--- config.mk ---
export PLATFORM = sky130hd
export DESIGN_NAME = pe_job_scheduler
export DESIGN_NICKNAME = d
export VERILOG_FILES = /design/src/rtl/pe_job_scheduler.sv
export SDC_FILE = /design/constraint.sdc
export NUM_CORES = 1
export LEC_CHECK = 0
export ABC_CLOCK_PERIOD_IN_PS = 4900
export BUFFER_PORTS_ARGS = -buffer_cell sky130_fd_sc_hd__buf_2
export CAP_MARGIN = 20
export CORE_MARGIN = 10
export CORE_UTILIZATION = 50
export CTS_CLUSTER_DIAMETER = 120
export DETAILED_ROUTE_END_ITERATION = 10
export PLACE_DENSITY = 0.78
export SLEW_MARGIN = 40
export SYNTH_ARGS = -nofsm -noshare
export SYNTH_HDL_FRONTEND = slang
export SYNTH_SLANG_ARGS = --single-unit
--- constraint.sdc ---
create_clock -name clk -period 4.9 [get_ports clk]
set_input_delay 0.735 -clock clk [delete_from_list [all_inputs] [get_ports clk]]
set_output_delay 0.735 -clock clk [all_outputs]
set_load 0.01 [all_outputs]
--- src/rtl/pe_job_scheduler.sv ---
// ---------------------------------------------------------------------------
// pe_job_scheduler
//
// Job-level sequencer for the 4-lane PE datapath. Takes vector job
// descriptors over a valid/ready handshake and expands each one into a
// stream of per-beat opcodes with operand/destination addresses for the
// PE fetch unit. It appends pipeline drain bubbles after the last beat,
// appends a STORE_RESULT for dot products, and parks in a halted state on
// STOP until reset.
//
// Ports
//   clk            rising-edge clock
//   rstn           asynchronous, active-low reset
//   job_valid      descriptor valid
//   job_ready      scheduler can accept a descriptor (IDLE only)
//   job_op         ADD=1, SUB=2, MUL=3, DOTP=4, STOP=8
//   job_a_addr     operand A base beat address
//   job_b_addr     operand B base beat address
//   job_dst_addr   destination base beat address
//   job_len        job length in beats
//   issue_stall    fetch path cannot take a beat this cycle
//   issue_opcode   opcode to the PEs (NOOP=0 when nothing is issued)
//   issue_a_addr   per-beat operand A address
//   issue_b_addr   per-beat operand B address
//   issue_dst_addr per-beat destination address
//   busy           job in progress
//   done           one-cycle job-complete pulse
//   err            one-cycle illegal-descriptor pulse
//   halted         STOP has been executed
//
// Every output is a register. The issue-side STORE_RESULT opcode is
// encoded as 5, a value that is never a legal job opcode, so the PEs can
// tell it apart from anything a host can submit.
// ---------------------------------------------------------------------------
module pe_job_scheduler #(
  parameter int OPCODE_WIDTH = 4,
  parameter int ADDR_WIDTH   = 10,
  parameter int LEN_WIDTH    = 8,
  parameter int PIPE_LAT     = 4
) (
  input  logic                    clk,
  input  logic                    rstn,
  input  logic                    job_valid,
  output logic                    job_ready,
  input  logic [OPCODE_WIDTH-1:0] job_op,
  input  logic [ADDR_WIDTH-1:0]   job_a_addr,
  input  logic [ADDR_WIDTH-1:0]   job_b_addr,
  input  logic [ADDR_WIDTH-1:0]   job_dst_addr,
  input  logic [LEN_WIDTH-1:0]    job_len,
  input  logic                    issue_stall,
  output logic [OPCODE_WIDTH-1:0] issue_opcode,
  output logic [ADDR_WIDTH-1:0]   issue_a_addr,
  output logic [ADDR_WIDTH-1:0]   issue_b_addr,
  output logic [ADDR_WIDTH-1:0]   issue_dst_addr,
  output logic                    busy,
  output logic                    done,
  output logic                    err,
  output logic                    halted
);

  localparam logic [OPCODE_WIDTH-1:0] OP_NOOP  = OPCODE_WIDTH'(0);
  localparam logic [OPCODE_WIDTH-1:0] OP_ADD   = OPCODE_WIDTH'(1);
  localparam logic [OPCODE_WIDTH-1:0] OP_SUB   = OPCODE_WIDTH'(2);
  localparam logic [OPCODE_WIDTH-1:0] OP_MUL   = OPCODE_WIDTH'(3);
  localparam logic [OPCODE_WIDTH-1:0] OP_DOTP  = OPCODE_WIDTH'(4);
  localparam logic [OPCODE_WIDTH-1:0] OP_STORE = OPCODE_WIDTH'(5);
  localparam logic [OPCODE_WIDTH-1:0] OP_STOP  = OPCODE_WIDTH'(8);

  // Drain counter runs 0..PIPE_LAT, so it needs room for PIPE_LAT itself.
  localparam int DW = $clog2(PIPE_LAT + 1);
  localparam logic [DW-1:0] DRAIN_ONE  = DW'(1);
  localparam logic [DW-1:0] DRAIN_LAST = DW'(PIPE_LAT - 1);
  localparam logic [DW-1:0] DRAIN_END  = DW'(PIPE_LAT);
  localparam logic [LEN_WIDTH-1:0] LEN_ONE = LEN_WIDTH'(1);

  typedef enum logic [2:0] {
    S_IDLE,
    S_ISSUE,
    S_DRAIN,
    S_WRITE,
    S_HALT
  } state_t;

  state_t                  state_q,    state_nxt;
  logic [OPCODE_WIDTH-1:0] op_q,       op_nxt;
  logic [ADDR_WIDTH-1:0]   a_base_q,   a_base_nxt;
  logic [ADDR_WIDTH-1:0]   b_base_q,   b_base_nxt;
  logic [ADDR_WIDTH-1:0]   dst_base_q, dst_base_nxt;
  logic [LEN_WIDTH-1:0]    len_q,      len_nxt;
  logic [LEN_WIDTH-1:0]    beat_q,     beat_nxt;
  logic [DW-1:0]           drain_q,    drain_nxt;

  logic [OPCODE_WIDTH-1:0] opcode_nxt;
  logic [ADDR_WIDTH-1:0]   a_addr_nxt, b_addr_nxt, dst_addr_nxt;
  logic                    ready_nxt, busy_nxt, done_nxt, err_nxt, halted_nxt;

  logic                    accept;
  logic [LEN_WIDTH-1:0]    beat_inc;
  logic [ADDR_WIDTH-1:0]   beat_addr;

  // job_ready is only ever high in IDLE, so this also implies state IDLE.
  assign accept    = job_valid & job_ready;
  assign beat_inc  = beat_q + LEN_ONE;
  // Beat offset into address space; the add below wraps modulo 2^ADDR_WIDTH.
  assign beat_addr = ADDR_WIDTH'(beat_q);

  // -------------------------------------------------------------------------
  // Next-state and next-output logic
  // -------------------------------------------------------------------------
  always_comb begin
    // NOTE: every signal assigned here gets a default first, so no path
    // through the case statements can leave one unassigned and infer a latch.
    state_nxt    = state_q;
    op_nxt       = op_q;
    a_base_nxt   = a_base_q;
    b_base_nxt   = b_base_q;
    dst_base_nxt = dst_base_q;
    len_nxt      = len_q;
    beat_nxt     = beat_q;
    drain_nxt    = drain_q;
    opcode_nxt   = OP_NOOP;
    a_addr_nxt   = issue_a_addr;
    b_addr_nxt   = issue_b_addr;
    dst_addr_nxt = issue_dst_addr;
    ready_nxt    = 1'b0;
    busy_nxt     = busy;
    done_nxt     = 1'b0;
    err_nxt      = 1'b0;
    halted_nxt   = halted;

    case (state_q)
      S_IDLE: begin
        busy_nxt  = 1'b0;
        // Ready drops on the accepting edge and comes back one edge later.
        ready_nxt = ~accept;
        if (accept) begin
          case (job_op)
            OP_ADD, OP_SUB, OP_MUL, OP_DOTP: begin
              if (job_len == '0) begin
                done_nxt = 1'b1;
              end else begin
                op_nxt       = job_op;
                a_base_nxt   = job_a_addr;
                b_base_nxt   = job_b_addr;
                dst_base_nxt = job_dst_addr;
                len_nxt      = job_len;
                beat_nxt     = '0;
                busy_nxt     = 1'b1;
                state_nxt    = S_ISSUE;
              end
            end
            OP_STOP: begin
              opcode_nxt = OP_STOP;
              state_nxt  = S_HALT;
            end
            default: err_nxt = 1'b1;
          endcase
        end
      end

      S_ISSUE: begin
        // A stalled cycle falls through to the NOOP default with the beat
        // counter and addresses held.
        if (!issue_stall) begin
          opcode_nxt   = op_q;
          a_addr_nxt   = a_base_q + beat_addr;
          b_addr_nxt   = b_base_q + beat_addr;
          // Dot products accumulate internally; only STORE_RESULT writes.
          dst_addr_nxt = (op_q == OP_DOTP) ? '0 : dst_base_q + beat_addr;
          beat_nxt     = beat_inc;
          if (beat_inc == len_q) begin
            drain_nxt = '0;
            state_nxt = S_DRAIN;
          end
        end
      end

      S_DRAIN: begin
        // The pipeline always advances, so issue_stall is not looked at.
        drain_nxt = drain_q + DRAIN_ONE;
        if (op_q == OP_DOTP) begin
          // Leave one edge early so STORE_RESULT lands right after the
          // PIPE_LAT-th bubble.
          if (drain_q == DRAIN_LAST) begin
            state_nxt = S_WRITE;
          end
        end else if (drain_q == DRAIN_END) begin
          done_nxt  = 1'b1;
          busy_nxt  = 1'b0;
          state_nxt = S_IDLE;
        end
      end

      S_WRITE: begin
        if (!issue_stall) begin
          opcode_nxt   = OP_STORE;
          dst_addr_nxt = dst_base_q;
          done_nxt     = 1'b1;
          state_nxt    = S_IDLE;
        end
      end

      S_HALT: begin
        busy_nxt   = 1'b0;
        halted_nxt = 1'b1;
      end

      default: state_nxt = S_IDLE;
    endcase
  end

  // -------------------------------------------------------------------------
  // State and output registers
  // -------------------------------------------------------------------------
  // NOTE: the asynchronous reset clears every register, datapath included,
  // so a reset in the middle of a job blanks the outputs at once and no
  // stale descriptor or counter value survives into the next job.
  always_ff @(posedge clk or negedge rstn) begin
    if (!rstn) begin
      state_q        <= S_IDLE;
      op_q           <= OP_NOOP;
      a_base_q       <= '0;
      b_base_q       <= '0;
      dst_base_q     <= '0;
      len_q          <= '0;
      beat_q         <= '0;
      drain_q        <= '0;
      issue_opcode   <= OP_NOOP;
      issue_a_addr   <= '0;
      issue_b_addr   <= '0;
      issue_dst_addr <= '0;
      job_ready      <= 1'b0;
      busy           <= 1'b0;
      done           <= 1'b0;
      err            <= 1'b0;
      halted         <= 1'b0;
    end else begin
      // NOTE: non-blocking assignments, so every register samples the
      // pre-edge values computed above regardless of statement order.
      state_q        <= state_nxt;
      op_q           <= op_nxt;
      a_base_q       <= a_base_nxt;
      b_base_q       <= b_base_nxt;
      dst_base_q     <= dst_base_nxt;
      len_q          <= len_nxt;
      beat_q         <= beat_nxt;
      drain_q        <= drain_nxt;
      issue_opcode   <= opcode_nxt;
      issue_a_addr   <= a_addr_nxt;
      issue_b_addr   <= b_addr_nxt;
      issue_dst_addr <= dst_addr_nxt;
      job_ready      <= ready_nxt;
      busy           <= busy_nxt;
      done           <= done_nxt;
      err            <= err_nxt;
      halted         <= halted_nxt;
    end
  end

endmodule
==> flow_summary.json, run 1 <==
{
  "status": "finished, final reports clean",
  "nNetsFinal": 667,
  "tritoncts": "yes",
  "timing.final.max_slew_violations": 0,
  "arrival_ns": 2.99,
  "drc": 0,
  "maxCapViolations": 0,
  "critical_path.reg2reg.endpoint": "issue_b_addr[8]$_DFFE_PN0P_",
  "die_h_um": 123,
  "synth.most_common_cell": "sky130_fd_sc_hd__dfrtp_1",
  "hpwl_detailed_mm": 9.33,
  "worst_min_delay_path_category": "in -> async",
  "worstSetupStartpointType": "flip-flop",
  "seq_area_frac_synth": 0.445,
  "die_area_um2": 15200,
  "grt_start_max_net_pins": 72,
  "drt-initial-drc-count": 251,
  "fraction_of_synthesized_cell_area_taken_by_the_top_area_cell_type": 0.445,
  "synth_flop_cell": "sky130_fd_sc_hd__dfrtp_1",
  "topRoutingLayerUsed": "met4",
  "drive_gt1_frac": 0.259,
  "clock_sink_count": 95,
  "num_rows": 37,
  "worst_r2r_startpoint": "beat_q[0]$_DFFE_PN0P_",
  "crit_path_class": "reg -> reg",
  "shortest_clock_period_the_worst_path_allows_after_layout_ns": 2.72,
  "skew_ns": 0.0123,
  "floorplan.initialDensity": 0.516,
  "cts_post_setup_buffers_inserted": 0,
  "power_density_nw_per_um2": 550,
  "synth_top_cell_by_area": "sky130_fd_sc_hd__dfrtp_1",
  "die-width_um": 123,
  "detail_route.wirelength.met1_mm": 5.39,
  "ant_nets": 0,
  "finish.utilization": 0.582,
  "async_reset_ff_frac": 1.00,
  "finalInstanceArea_um2": 6030,
  "final_number_of_setup_violating_endpoints": 0,
  "relative_slew_slack": 0.589,
  "synth_edf_count": 0,
  "firstDrtPassIters": 4,
  "post_cts.resized_instances": 0,
  "clkTransAtPathRegs_ns": 0.09,
  "layout_worst_path_cycle_share": 0.555,
  "drt-wirelength-per-cell_um": 16.7,
  "worst-endpoint-required_ns": 5.17,
  "clock_tree.buffer_depth": 2,
  "ys.warnings.count": 0,
  "core_region_area_um2": 10400,
  "rrSetupSlack_ns": 2.18,
  "place_congestion": 0.873,
  "wirelength_mm": 12.2,
  "postCtsHoldBufs": 0,
  "synth_area_leaders": "sky130_fd_sc_hd__dfrtp_1 (44%), sky130_fd_sc_hd__mux2_4 (11%), sky130_fd_sc_hd__ha_1 (6.6%), sky130_fd_sc_hd__o21ai_0 (3.8%), sky130_fd_sc_hd__nand2_1 (3.4%)",
  "finalWorstSetupSlack_ns": 2.18,
  "hold_slack_ns": 0.351,
  "clk-insertion-delay-late_ns": 0.37,
  "vdd_ir_drop_max_uv": 217,
  "power.static_leakage_nw": 3.06,
  "clock_tree.root_cell": "sky130_fd_sc_hd__clkbuf_8",
  "placedInstanceArea_um2": 5860,
  "worstMarginPinSlew_ns": 0.617,
  "detail_route.vias_per_cell": 5.53,
  "timing.final.hold_violations": 0,
  "dp_worst_setup_slack_ns": 1.89,
  "postSynthCellCount": 511,
  "grt_pass1_vias": 4120,
  "cp_max_fo": 10,
  "initial_antenna_violation_count": 0,
  "rsz0062_at_grt": "no",
  "cts-htree-levels": 3,
  "post_synth_instance_area_um2": 5350,
  "grt_usage": 0.164,
  "rr_worst_depth": 9,
  "fin_setup_tns_ns": 0,
  "flow.area_growth_from_synthesis_pct": 12.8,
  "met2_length_mm": 6.16,
  "synthTopCellsByCount": "sky130_fd_sc_hd__dfrtp_1 (95), sky130_fd_sc_hd__nand2_1 (48), sky130_fd_sc_hd__o21ai_0 (41)",
  "buffers_added_on_ports": 84,
  "antennaDiodeCount": 0,
  "synth_cell_types": 52,
  "avgSynthCellArea_um2": 10.5,
  "first_pass_grt_wire_length_mm": 20.1,
  "detailroute.via_count": 4042,
  "ys_seq_elements": 95,
  "ioPinCount": 85,
  "postSynthNetCount": 588,
  "worst_setup_path_end_kind": "flip-flop",
  "amount_of_wire_on_met3_after_detailed_routing_um": 466,
  "grt-ovfl-total": 0,
  "tritoncts_buffers": 9,
  "achievable-frequency_mhz": 368
}
[through the flow]
stage          std cells  total power [mW]
4_1_cts              731              3.34
3_3_place_gp         715              2.79
2_1_floorplan        511              2.40
5_1_grt              731              3.60
6_report             731              3.32
3_5_place_dp         715              2.87
[critical path, cell delays in order (launching register included)]
cell and delay (ns):
sky130_fd_sc_hd__dfrtp_1 0.59, sky130_fd_sc_hd__ha_1 0.28, sky130_fd_sc_hd__inv_1 0.07, sky130_fd_sc_hd__fa_1 0.40
sky130_fd_sc_hd__nor2b_1 0.13, sky130_fd_sc_hd__o21a_1 0.13, sky130_fd_sc_hd__o21ai_0 0.10, sky130_fd_sc_hd__a2111oi_0 0.51
sky130_fd_sc_hd__o21ai_0 0.16, sky130_fd_sc_hd__a31o_2 0.25
[power breakdown]
part / total, mW / switching [mW] / internal (mW)
Clock: 0.476 / 0.277 / 0.199
Sequential: 1.36 / 0.281 / 1.08
Combinational: 1.48 / 0.770 / 0.712
[flip-flops by register name, indices dropped and copies added, names as in the netlist, 3 cells and up]
signal,cells
issue_a_addr,10
state_q,3
op_q,4
a_base_q,10
dst_base_q,10
issue_opcode,4
issue_b_addr,10
b_base_q,10
issue_dst_addr,10
beat_q,8
drain_q,3
len_q,8
[routing by layer]
layer  GRT usage  vias up
li1            -     2000
met1       0.203     1944
met2       0.283       81
met3      0.0319       17
met4      0.0539        0
met5           0        -
[how the worst max path moves through the flow]
| stage | to | start | cells past startpoint |
|---|---|---|---|
| finish | issue_b_addr[8]$_DFFE_PN0P_ | beat_q[0]$_DFFE_PN0P_ | 9 |
| CTS | issue_b_addr[8]$_DFFE_PN0P_ | beat_q[0]$_DFFE_PN0P_ | 9 |
| global route | issue_b_addr[8]$_DFFE_PN0P_ | beat_q[0]$_DFFE_PN0P_ | 9 |
| floorplan | issue_b_addr[8]$_DFFE_PN0P_ | beat_q[0]$_DFFE_PN0P_ | 9 |
| detailed placement | b_base_q[9]$_DFFE_PN0P_ | job_len[5] | 7 |
| global placement | b_base_q[9]$_DFFE_PN0P_ | job_len[5] | 7 |
[layout make-up]
type                       count  area, um^2
fill                         913        4340
multi-input combinational    376        2780
sequential                    95        2380
timing repair buffer          88         457
tap                          136         170
clock buffer                  11         141
inverter                      20        75.1
clock inverter                 5        32.5
[cells by family after synthesis]
group	after synthesis	share of synthesized area
adder cells (fa/ha/maj)	31	0.0768
multiplexers	43	0.117
AO/OA/AOI/OAI	126	0.150
flip-flops	95	0.445
XOR/XNOR	23	0.0377
AND/OR/NAND/NOR	153	0.136
buffers and inverters	40	0.0374
[layout by cell type, fill, tap and decap left out, types with 8 or more instances in the layout]
cell type,instances
sky130_fd_sc_hd__o21ai_0,41
sky130_fd_sc_hd__buf_2,83
sky130_fd_sc_hd__xor2_1,8
sky130_fd_sc_hd__nor2_1,38
sky130_fd_sc_hd__dfrtp_1,95
sky130_fd_sc_hd__clkbuf_8,10
sky130_fd_sc_hd__nand2_1,48
sky130_fd_sc_hd__mux2_4,38
sky130_fd_sc_hd__nor3_1,17
sky130_fd_sc_hd__inv_1,20
sky130_fd_sc_hd__ha_1,28
sky130_fd_sc_hd__o21a_1,9
sky130_fd_sc_hd__xnor2_1,15
sky130_fd_sc_hd__a21o_1,9
sky130_fd_sc_hd__a21oi_1,21
Power figures use the tool's default switching activity.
==> inputs of run 2 (changes only) <==
--- a/config.mk
+++ b/config.mk
@@ -5,14 +5,14 @@
 export SDC_FILE = /design/constraint.sdc
 export NUM_CORES = 1
 export LEC_CHECK = 0
-export ABC_CLOCK_PERIOD_IN_PS = 4900
+export ABC_CLOCK_PERIOD_IN_PS = 2400
 export BUFFER_PORTS_ARGS = -buffer_cell sky130_fd_sc_hd__buf_2
 export CAP_MARGIN = 20
 export CORE_MARGIN = 10
 export CORE_UTILIZATION = 50
 export CTS_CLUSTER_DIAMETER = 120
 export DETAILED_ROUTE_END_ITERATION = 10
-export PLACE_DENSITY = 0.78
+export PLACE_DENSITY = 0.81
 export SLEW_MARGIN = 40
 export SYNTH_ARGS = -nofsm -noshare
 export SYNTH_HDL_FRONTEND = slang
==> constraint.sdc (replaced) <==
create_clock -name clk -period 2.4 [get_ports clk]
set_input_delay 0.36 -clock clk [delete_from_list [all_inputs] [get_ports clk]]
set_output_delay 0.36 -clock clk [all_outputs]
set_load 0.01 [all_outputs]
==> flow_summary.json, run 2 (synthesis gave the netlist of run 1 again) <==
{
  "arrival_ns": 2.65,
  "fin_setup_tns_ns": 0,
  "antennaDiodeCount": 0,
  "timing.final.hold_violations": 11,
  "shortest_clock_period_the_worst_path_allows_after_layout_ns": 2.36,
  "flow.area_growth_from_synthesis_pct": 15.2,
  "tritoncts_buffers": 9,
  "worst_setup_path_end_kind": "flip-flop",
  "placedCellCount": 724,
  "rsz0062_at_grt": "yes",
  "grt_usage": 0.162,
  "clkTransAtPathRegs_ns": 0.11,
  "vdd_ir_drop_max_uv": 430,
  "core_region_area_um2": 10400,
  "grt_pass1_vias": 4236,
  "cts-htree-levels": 3,
  "maxCapViolations": 0,
  "ioPinCount": 85,
  "tritoncts": "yes",
  "power_mw": 7.04,
  "achievable-frequency_mhz": 424,
  "most-common-layout-cells": "sky130_fd_sc_hd__dfrtp_1 (95), sky130_fd_sc_hd__buf_2 (83), sky130_fd_sc_hd__nand2_1 (48)",
  "grt_start_max_net_pins": 52,
  "skew_ns": 0.0181,
  "clock_sink_count": 95,
  "grt-ovfl-total": 0,
  "worstSetupStartpointType": "flip-flop",
  "path_cells": "ha_1 -> inv_1 -> fa_1 -> nor2b_1 -> o21a_1 -> o21ai_0 -> a21boi_0 -> or3_1 -> a31o_2",
  "place_congestion": 0.883,
  "fillCellCount": 872,
  "timing.final.max_slew_violations": 0,
  "crit_path_class": "reg -> reg",
  "die-width_um": 123,
  "die_h_um": 123,
  "final_number_of_setup_violating_endpoints": 0,
  "ant_nets": 0,
  "floorplan.initialDensity": 0.516,
  "wirelength_mm": 12.3,
  "drc": 0,
  "slowest_delay_ns": 0.42,
  "final_common_cell": "sky130_fd_sc_hd__dfrtp_1",
  "worst-endpoint-required_ns": 2.69,
  "drive_gt1_frac": 0.272,
  "cp_max_fo": 3,
  "power.static_leakage_nw": 3.13,
  "first_pass_grt_wire_length_mm": 19.9,
  "final_cell_count_no_fill": 740,
  "power_density_nw_per_um2": 1140,
  "num_rows": 37,
  "layout_worst_path_cycle_share": 0.983,
  "worstMarginPinSlew_ns": 0.645,
  "initial_antenna_violation_count": 0,
  "clock_tree.root_cell": "sky130_fd_sc_hd__clkbuf_8",
  "critical_path_buf_inv_count": 1,
  "firstDrtPassIters": 4,
  "clock_tree.buffer_depth": 2,
  "drt-initial-drc-count": 375,
  "hpwl_detailed_mm": 9.26,
  "nNetsFinal": 676,
  "violated_checks": "negative hold slack",
  "detail_route.vias_per_cell": 5.63,
  "critPathSlowestCell": "sky130_fd_sc_hd__dfrtp_1",
  "detailroute.via_count": 4165,
  "hold_slack_ns": -0.0170,
  "die_area_um2": 15200,
  "cts_post_setup_buffers_inserted": 0,
  "relative_slew_slack": 0.570,
  "postCtsHoldBufs": 0,
  "worst_min_delay_path_category": "in -> async",
  "buffers_added_on_ports": 84,
  "path_delay_family": "compound AO/OA/AOI/OAI gates",
  "status": "finished with violations",
  "drt-wirelength-per-cell_um": 16.6,
  "clk-insertion-delay-late_ns": 0.39
}
-- run 2: power by group --
group / switching, mW / total (mW) / internal, mW
registers: 0.477 / 2.68 / 2.20
clock network: 0.621 / 1.12 / 0.504
logic: 1.72 / 3.24 / 1.51
total: 2.82 / 7.04 / 4.22
-- run 2: worst reg2reg max path, stage by stage (launching register included) --
cell and delay (ns):
sky130_fd_sc_hd__dfrtp_1 0.42, sky130_fd_sc_hd__ha_1 0.23, sky130_fd_sc_hd__inv_1 0.08, sky130_fd_sc_hd__fa_1 0.21
sky130_fd_sc_hd__nor2b_1 0.06, sky130_fd_sc_hd__o21a_1 0.17, sky130_fd_sc_hd__o21ai_0 0.31, sky130_fd_sc_hd__a21boi_0 0.20
sky130_fd_sc_hd__or3_1 0.34, sky130_fd_sc_hd__a31o_2 0.25
-- run 2: layer usage --
layer  vias up  part of all wire  GRT usage
li1       2012                 -          -
met1      2013              0.42      0.198
met2       115              0.48      0.269
met3        25             0.065     0.0383
met4         0             0.026     0.0706
met5         -                 0          0
-- run 2: what timing repair did --
action,CTS,global route
endpoints found under the hold margin,0,0
cloned,0,0
endpoints found under the setup margin,1,2
gates resized for setup,1,2
-- run 2: worst paths after layout --
| kind | start | end | slack (ns) | depth (start not counted) |
|---|---|---|---|---|
| max in group asynchronous | rstn | b_base_q[1]$_DFFE_PN0P_ | 1.76 | 2 |
| min in group clk | job_valid | job_ready$_DFF_PN0_ | 0.19 | 2 |
| setup / recovery | beat_q[0]$_DFFE_PN0P_ | issue_b_addr[6]$_DFFE_PN0P_ | 0.04 | 9 |
| hold / removal | rstn | op_q[1]$_DFFE_PN0P_ | -0.02 | 1 |
| setup reg to reg | beat_q[0]$_DFFE_PN0P_ | issue_b_addr[6]$_DFFE_PN0P_ | 0.04 | 9 |
| hold reg to reg | halted$_DFFE_PN0P_ | halted$_DFFE_PN0P_ | 0.46 | 1 |
-- run 2: final cells by class --
type	count	area [um^2]	area share
multi-input combinational	376	2780	0.452
tap	136	170	0.0276
sequential	95	2380	0.386
inverter	20	75.1	0.0122
clock inverter	7	85.1	0.0138
timing repair buffer	97	546	0.0886
clock buffer	9	124	0.0201
-- run 2: per-stage QoR --
stage,worst slack [ns],util,area (um^2)
floorplan,0.107,-,5350
global placement,0.168,0.573,5940
detailed placement,0.0211,0.573,5940
CTS,0.0539,0.593,6150
global route,-0.0718,0.594,6160
finish,0.0415,0.594,6160
==> inputs of run 3 (changes only) <==
--- a/config.mk
+++ b/config.mk
@@ -13,6 +13,7 @@
 export CTS_CLUSTER_DIAMETER = 120
 export DETAILED_ROUTE_END_ITERATION = 10
 export PLACE_DENSITY = 0.81
+export REMOVE_ABC_BUFFERS = 1
 export SLEW_MARGIN = 40
 export SYNTH_ARGS = -nofsm -noshare
 export SYNTH_HDL_FRONTEND = slang
==> flow_summary.json, run 3 (synthesis gave the netlist of run 1 again) <==
{
  "worst_r2r_startpoint": "b_base_q[0]$_DFFE_PN0P_",
  "power_density_nw_per_um2": 1150,
  "final_common_cell": "sky130_fd_sc_hd__dfrtp_1",
  "skew_ns": 0.00986,
  "min_from": "job_a_addr[8]",
  "dp_worst_setup_slack_ns": 0.0265,
  "placedCellCount": 728,
  "drive_gt1_frac": 0.278,
  "power_mw": 7.10,
  "rrSetupSlack_ns": 0.09,
  "power.static_leakage_nw": 3.14,
  "path_delay_family": "compound AO/OA/AOI/OAI gates",
  "shortest_clock_period_the_worst_path_allows_after_layout_ns": 2.31,
  "worst_min_delay_path_category": "in -> reg",
  "most-common-layout-cells": "sky130_fd_sc_hd__dfrtp_1 (95), sky130_fd_sc_hd__buf_2 (83), sky130_fd_sc_hd__nand2_1 (48)",
  "detailroute.via_count": 4287,
  "die_h_um": 123,
  "grt-ovfl-total": 0,
  "achievable-frequency_mhz": 432,
  "core_region_area_um2": 10400,
  "clock_tree.buffer_depth": 2,
  "finalInstanceArea_um2": 6180,
  "final_cell_count_no_fill": 745,
  "cts-htree-levels": 3,
  "layout_worst_path_cycle_share": 0.964,
  "timing.final.hold_violations": 0,
  "wirelength_mm": 13.0,
  "hpwl_detailed_mm": 9.72,
  "placedInstanceArea_um2": 5950,
  "finalWorstSetupSlack_ns": 0.0856,
  "final_number_of_setup_violating_endpoints": 0,
  "vdd_ir_drop_max_uv": 419,
  "detail_route.vias_per_cell": 5.75,
  "cp_max_fo": 3,
  "cp-startpoint": "b_base_q[0]$_DFFE_PN0P_",
  "worstMarginPinSlew_ns": 0.652,
  "clk-insertion-delay-late_ns": 0.38,
  "status": "finished, final reports clean",
  "worst-endpoint-required_ns": 2.68,
  "tritoncts_buffers": 9,
  "drt-initial-drc-count": 502,
  "hold_slack_ns": 0.202,
  "place_congestion": 0.895,
  "die_area_um2": 15200,
  "timing.final.max_slew_violations": 0,
  "die-width_um": 123,
  "slowest_delay_ns": 0.40,
  "finish.utilization": 0.596,
  "floorplan.initialDensity": 0.516,
  "relative_slew_slack": 0.565,
  "worstSetupStartpointType": "flip-flop",
  "ioPinCount": 85,
  "num_rows": 37,
  "buffers_added_on_ports": 84,
  "firstDrtPassIters": 5,
  "rsz0062_at_grt": "yes",
  "clock_tree.root_cell": "sky130_fd_sc_hd__clkbuf_8",
  "grt_usage": 0.175,
  "maxCapViolations": 0,
  "arrival_ns": 2.59,
  "grt_pass1_vias": 4426,
  "tritoncts": "yes",
  "worst_setup_path_end_kind": "flip-flop",
  "crit_path_class": "reg -> reg",
  "critical_path_buf_inv_count": 1,
  "fin_setup_tns_ns": 0,
  "first_pass_grt_wire_length_mm": 21.3,
  "ant_nets": 0,
  "drc": 0,
  "critPathSlowestCell": "sky130_fd_sc_hd__fa_1",
  "antennaDiodeCount": 0,
  "flow.area_growth_from_synthesis_pct": 15.5,
  "grt_start_max_net_pins": 46,
  "cts_post_setup_buffers_inserted": 0,
  "drt-wirelength-per-cell_um": 17.4,
  "initial_antenna_violation_count": 0,
  "clkTransAtPathRegs_ns": 0.09,
  "path_cells": "ha_1 -> inv_1 -> fa_1 -> nor2b_1 -> o21a_1 -> o21ai_1 -> a2111oi_2 -> o21ai_0 -> a31o_2",
  "clock_sink_count": 95,
  "nNetsFinal": 681
}
==> run 3: cell types whose count changed in the layout (fill, tap and decap cells not counted), sizes merged <==
cell | before | now
buf | 97 | 101
clkinvlp | 0 | 1
dlygate4sd3 | 0 | 1
clkinv | 2 | 3
inv | 24 | 20
clkbuf | 9 | 11
==> run 3: final timing paths <==
| kind | end | cells past startpoint |
|---|---|---|
| worst min-delay path | a_base_q[8]$_DFFE_PN0P_ | 2 |
| worst min register to register | halted$_DFFE_PN0P_ | 1 |
| worst max register to register | issue_b_addr[8]$_DFFE_PN0P_ | 9 |
| worst max-delay path | issue_b_addr[8]$_DFFE_PN0P_ | 9 |
| max in group asynchronous | done$_DFF_PN0_ | 3 |
| min in group asynchronous | b_base_q[9]$_DFFE_PN0P_ | 2 |
==> run 3: worst reg2reg max path, delay by kind of cell, from the launching register on <==
kind,cells,cell delay [ns]
adders and majority gates,2,0.61
buffers and inverters,1,0.07
DFF,1,0.38
AOI/OAI and AO/OA,5,0.98
and+or+nand+nor,1,0.17
==> run 3: layout make-up <==
cell class | instances | area (um^2)
multi-input cells | 376 | 2790
fillers | 884 | 4190
repair buffers | 102 | 561
inverters | 20 | 75.1
clock inverters | 5 | 56.3
clock buffers | 11 | 151
flip-flops and latches | 95 | 2380
well taps | 136 | 170
==> run 3: report_power, final <==
group | switching [mW] | leakage, nW | total (mW) | internal (mW)
clock network | 0.571 | 0.105 | 1.11 | 0.537
registers | 0.471 | 1.26 | 2.68 | 2.20
logic | 1.78 | 1.78 | 3.32 | 1.54
==> run 3: timing repair <==
| item | CTS | global route |
|---|---|---|
| setup endpoints to repair | 1 | 4 |
| resized for setup | 1 | 4 |
| hold buffers | 1 | 0 |
| endpoints found under the hold margin | 38 | 0 |
==> run 3: metal layers <==
layer  track usage  part of all wire  vias up
li1              -                 -     2024
met1         0.215              0.42     2062
met2         0.288              0.49      168
met3        0.0351             0.062       33
met4        0.0859             0.034        0
met5             0                 0        -
